<file path="config.mk">
export PLATFORM = sky130hd
export DESIGN_NAME = datain_arbiter
export DESIGN_NICKNAME = d
export VERILOG_FILES = /design/src/rtl/datain_arbiter.sv
export SDC_FILE = /design/constraint.sdc
export NUM_CORES = 1
export LEC_CHECK = 0
export CORE_MARGIN = 5
export CORE_UTILIZATION = 43
export DETAILED_ROUTE_END_ITERATION = 16
export GPL_ROUTABILITY_DRIVEN = 0
export PLACE_DENSITY = 0.85
export SLEW_MARGIN = 15
export SYNTH_ARGS = -nofsm -noshare
export SYNTH_HDL_FRONTEND = slang
export SYNTH_SLANG_ARGS = --single-unit
export TNS_END_PERCENT = 1
</file>
<file path="constraint.sdc">
create_clock -name clk -period 5.2 [get_ports clk]
set_clock_uncertainty 0.1 [all_clocks]
set_input_delay 0.78 -clock clk [delete_from_list [all_inputs] [get_ports clk]]
set_output_delay 0.78 -clock clk [all_outputs]
set_load 0.03 [all_outputs]
</file>
<file path="src/rtl/datain_arbiter.sv">
// Round-robin, packet-aware arbiter feeding one node's data-input buffer.
// Locks onto a source from head to tail and stops after DEPTH flits.
module datain_arbiter #(
  parameter int NREQ   = 4,
  parameter int FLIT_W = 20,
  parameter int DEPTH  = 128,
  parameter int CW     = 8
) (
  input  logic                   clk,
  input  logic                   rst,
  input  logic [NREQ-1:0]        req,
  input  logic [NREQ*FLIT_W-1:0] flit_in,
  input  logic                   clear,
  output logic [NREQ-1:0]        grant,
  output logic                   out_valid,
  output logic [FLIT_W-1:0]      out_flit,
  output logic [CW-1:0]          count,
  output logic                   full,
  output logic                   locked,
  output logic                   err
);

  localparam int PW = (NREQ > 1) ? $clog2(NREQ) : 1;

  typedef enum logic {S_IDLE, S_LOCKED} state_t;

  localparam logic [1:0] T_SINGLE = 2'b00;
  localparam logic [1:0] T_HEAD   = 2'b01;
  localparam logic [1:0] T_BODY   = 2'b10;
  localparam logic [1:0] T_TAIL   = 2'b11;

  state_t              r_state;
  logic [PW-1:0]       r_ptr;
  logic [PW-1:0]       r_lock_id;
  logic [CW-1:0]       r_count;
  logic                r_full;
  logic                r_err;
  logic                r_out_valid;
  logic [FLIT_W-1:0]   r_out_flit;

  state_t              w_state_nx;
  logic [PW-1:0]       w_ptr_nx;
  logic [PW-1:0]       w_lock_nx;
  logic                w_err_set;
  logic [PW-1:0]       w_sel;
  logic                w_hit;
  logic                w_acc;
  logic [FLIT_W-1:0]   w_flit;
  logic [1:0]          w_type;
  logic [PW-1:0]       w_sel_inc;
  logic [PW-1:0]       w_lock_inc;

  // Select candidate: locked port only, or round-robin from r_ptr.
  always_comb begin
    int v_idx;
    v_idx = 0;
    w_sel = '0;
    w_hit = 1'b0;
    if (r_state == S_LOCKED) begin
      w_sel = r_lock_id;
      w_hit = req[r_lock_id];
    end else begin
      for (int k = 0; k < NREQ; k++) begin
        v_idx = (int'(r_ptr) + k) % NREQ;
        if (!w_hit && req[v_idx]) begin
          w_hit = 1'b1;
          w_sel = PW'(v_idx);
        end
      end
    end
  end

  assign w_acc  = w_hit && rst && !r_full && !clear;
  assign w_flit = flit_in[w_sel*FLIT_W +: FLIT_W];
  assign w_type = w_flit[1:0];

  assign w_sel_inc  = (w_sel == PW'(NREQ-1)) ? '0 : w_sel + 1'b1;
  assign w_lock_inc = (r_lock_id == PW'(NREQ-1)) ? '0 : r_lock_id + 1'b1;

  always_ff @(posedge clk or negedge rst) begin
    if (!rst) begin
      r_state   <= S_IDLE;
      r_ptr     <= '0;
      r_lock_id <= '0;
      r_err     <= 1'b0;
    end else begin
      r_state   <= w_state_nx;
      r_ptr     <= w_ptr_nx;
      r_lock_id <= w_lock_nx;
      r_err     <= r_err | w_err_set;
    end
  end

  always_comb begin
    w_state_nx = r_state;
    w_ptr_nx   = r_ptr;
    w_lock_nx  = r_lock_id;
    w_err_set  = 1'b0;
    if (w_acc) begin
      if (r_state == S_IDLE) begin
        unique case (w_type)
          T_HEAD: begin
            w_state_nx = S_LOCKED;
            w_lock_nx  = w_sel;
          end
          T_SINGLE: w_ptr_nx = w_sel_inc;
          default: begin
            w_err_set = 1'b1;
            w_ptr_nx  = w_sel_inc;
          end
        endcase
      end else begin
        unique case (w_type)
          T_BODY: ;
          T_TAIL: begin
            w_state_nx = S_IDLE;
            w_ptr_nx   = w_lock_inc;
          end
          T_HEAD: w_err_set = 1'b1;
          default: begin
            w_err_set  = 1'b1;
            w_state_nx = S_IDLE;
            w_ptr_nx   = w_lock_inc;
          end
        endcase
      end
    end
  end

  always_comb begin
    grant = '0;
    if (w_acc) grant = NREQ'(1) << w_sel;
  end

  always_ff @(posedge clk or negedge rst) begin
    if (!rst) begin
      r_count     <= '0;
      r_full      <= 1'b0;
      r_out_valid <= 1'b0;
      r_out_flit  <= '0;
    end else begin
      r_out_valid <= w_acc;
      if (w_acc) r_out_flit <= w_flit;
      if (clear) begin
        r_count <= '0;
        r_full  <= 1'b0;
      end else if (w_acc) begin
        r_count <= r_count + 1'b1;
        if (r_count == CW'(DEPTH-1)) r_full <= 1'b1;
      end
    end
  end

  assign out_valid = r_out_valid;
  assign out_flit  = r_out_flit;
  assign count     = r_count;
  assign full      = r_full;
  assign locked    = (r_state == S_LOCKED);
  assign err       = r_err;

endmodule

</file>
==> run summary <==
Worst Tran Pin Value = 626 ps
Register area share after synthesis = 37.6%
Gr ovfl total = 0
Largest net degree at the start of global routing = 39
Share of layout cells above drive strength 1 = 5.29%
CTS root buffer = clkbuf_8
Unrepaired setup endpoints after global routing = no
CTS Sinks = 36
Clk slew on worst S/H paths = 70 ps
Number of max-cap violations = 0
Max rail drop VDD = 0.245 mV
Final core utilization = 68.0%
Hold slack = 377 ps
FMAX = 228 MHz
Area of the multi-input gates = 1340 sq um
Simple-Gate Fraction of Synth Area = 25.3%
Vias per cell = 5.29
Largest fanout on the critical path = 38
Ys Warns = 0
GR Util All Layers = 19.8%
Mapped cell area = 2400 sq um
CP endpoint kind = primary output
N_diodes = 0
Area Growth Syn to Fin = 55.2%
Final antenna-violating net count = 0
Initial antenna violation count = 0
Syn nets = 373
Clock latency on the worst-skew pair = 280 ps
Post-DP HPWL = 5510 um
Period minus WS final = 4380 ps
Clk buf depth = 2
TritonCTS clock tree = yes
Nets@finish = 490
Post-Place Worst Slack = 788 ps
Setup Fix Bufs, Post-CTS = 0
Mux contribution to synthesized area = 5.38%
Initial core utilization = 43.8%
Main combinational cell family by area after synthesis = simple AND/OR/NAND/NOR gates
Die width = 84.7 um
Vias in the first global route = 2419
PwrDens = 501 nW/um^2
Area after DPL = 3630 sq um
Routed WL = 7250 um
TritonCTS buffer count = 5
Final worst path period share = 84.2%
DRC = 0
Htree depth = 2
Seq cells post-synth = 36
Synth Area in Compound Gates = 18.5%
Slew Limit Headroom = 58.1%
Site Rows = 27
# setup viols final = 0
Leakage = 1.70 nW
# IOs = 123
Avg WL per Cell = 15.4 um
CP arrival = 3500 ps
Filler cells = 469
Avg Cell Area, Syn = 8.59 sq um
Adder-Cell Fraction of Synth Area = 3.65%
Hold Buf Count CTS = 0
Crit start category = input port
Status = finished clean
Die Y = 84.7 um
Hold WC Path Type = reg2reg
Post-route setup TNS = 0 ps
Core area = 5470 sq um
Final Cell Area = 3720 sq um
Post_cts resized = 0
Worst endpoint required time = 4320 ps
First-pass DRT Iterations = 4
Reg area = 901 sq um
XOR/XNOR share of the synthesized area = 2.92%
Die Footprint = 7170 sq um
Final-report max-slew violation count = 0
I/O Buffers = 122
Yosys cell types = 40
Final Hold Viols = 0
Post-synthesis cell count = 279
Via count = 2483
First-pass GRT wire length = 11700 um
Initial drt markers = 122
Type of the worst setup path = in2out
Final setup margin = 822 ps
==> report_power, final <==
| group | internal [mW] | total (mW) | leakage, nW | switching [mW] |
|---|---|---|---|---|
| combinational | 0.511 | 1.19 | 1.20 | 0.676 |
| sequential | 0.381 | 0.470 | 0.455 | 0.0887 |
| clock | 0.108 | 0.206 | 0.0455 | 0.0979 |
==> critical path, stage by stage <==
cell	delay, ps
clkdlybuf4s50_1	590
a21boi_1	230
o221ai_2	160
o21ai_4	530
inv_6	230
ha_1	250
and2_1	130
clkdlybuf4s50_1	580
==> state kept, by name, summed over array words and instances (netlist names) <==
register and flops:
out_valid 1, locked 1, err 1, full 1
r_ptr 2, r_lock_id 2, count 8, out_flit 20
==> worst paths after layout <==
path / startpoint / endpoint / slack [ps] / cells after the start
max: req[1] / grant[2] / 820 / 8
min: out_flit[0] / out_flit[0] / 380 / 2
max reg2reg: r_ptr[1] / r_ptr[0] / 1960 / 12
min reg2reg: out_flit[0] / out_flit[0] / 380 / 2
max in group asynchronous: rst / out_flit[9] / 4200 / 2
min in group asynchronous: rst / out_flit[17] / 480 / 2
==> final cells by class <==
type / count / area share (%)
Multi-Input combinational cell: 216 / 36.0
Timing Repair Buffer: 128 / 33.9
Sequential cell: 36 / 24.2
Clock buffer: 8 / 2.42
Tap cell: 72 / 2.42
Inverter: 9 / 1.04
==> kinds of logic after synthesis <==
logic type / after synthesis
simple gates: 134
compound gates: 56
flops: 36
buf+inv: 27
mux: 11
xor+xnor: 8
fa+ha+maj: 7
==> synthesized netlist by cell type <==
master     n  area, sq um
and3_1    21          131
xnor2_1    3         26.3
o2111a_1   1         11.3
buf_1      1         3.75
a21oi_1    4         20.0
mux4_2     1         22.5
o21ai_0    1         5.00
a31oi_1    1         6.26
or3b_1     3         26.3
nand3_1    2         10.0
o31ai_1    1         7.51
a311oi_1  18          158
a211oi_1   1         7.51
o31a_1     1         8.76
nand2b_1   2         12.5
ha_1       7         87.6
inv_2      2         7.51
nand4_1    4         25.0
mux2_4     1         15.0
nand2_1   80          300
xor2_1     5         43.8
o21ai_4    1         16.3
and2_1     3         18.8
buf_4      3         22.5
o21ai_1    4         20.0
mux2i_1    8         80.1
a21boi_1   1         7.51
o211ai_1   1         7.51
nand3b_1   2         15.0
inv_6      1         8.76
buf_2     10         50.1
mux2_1     1         11.3
buf_6      4         45.0
a21o_1    19          143
inv_1      6         22.5
o221a_1    1         11.3
or3_1      1         6.26
o221ai_2   1         15.0
nor2_1    16         60.1
dfrtp_1   36          901
==> through the flow <==
| step | total power [mW] | instances |
|---|---|---|
| 2_1_floorplan | 1.29 | 279 |
| 4_1_cts | 1.88 | 469 |
| 3_3_place_gp | 1.63 | 461 |
| 6_report | 1.86 | 469 |
| 3_5_place_dp | 1.67 | 461 |
| 5_1_grt | 2.00 | 469 |
==> placed cells by master, fill, tap and decap left out, drive strengths merged, types with 4 or more instances in the layout <==
cell type,count
xor2,5
dfrtp,36
clkbuf,8
inv,9
a21oi,4
buf,7
mux2i,8
ha,7
a311oi,18
and3,21
clkdlybuf4s50,121
nand2,80
nand4,4
o21ai,6
nor2,16
a21o,19
==> routing by layer <==
metal  up-vias  wire [um]  part of all wire (%)  track usage [%]
li1       1211          -                     -                -
met1      1149       3070                    42             25.6
met2       111       3460                    48             31.5
met3        12        605                   8.4             6.38
met4         0        110                   1.5             6.04
met5         -          0                     0                0
Power figures use the tool's default switching activity.
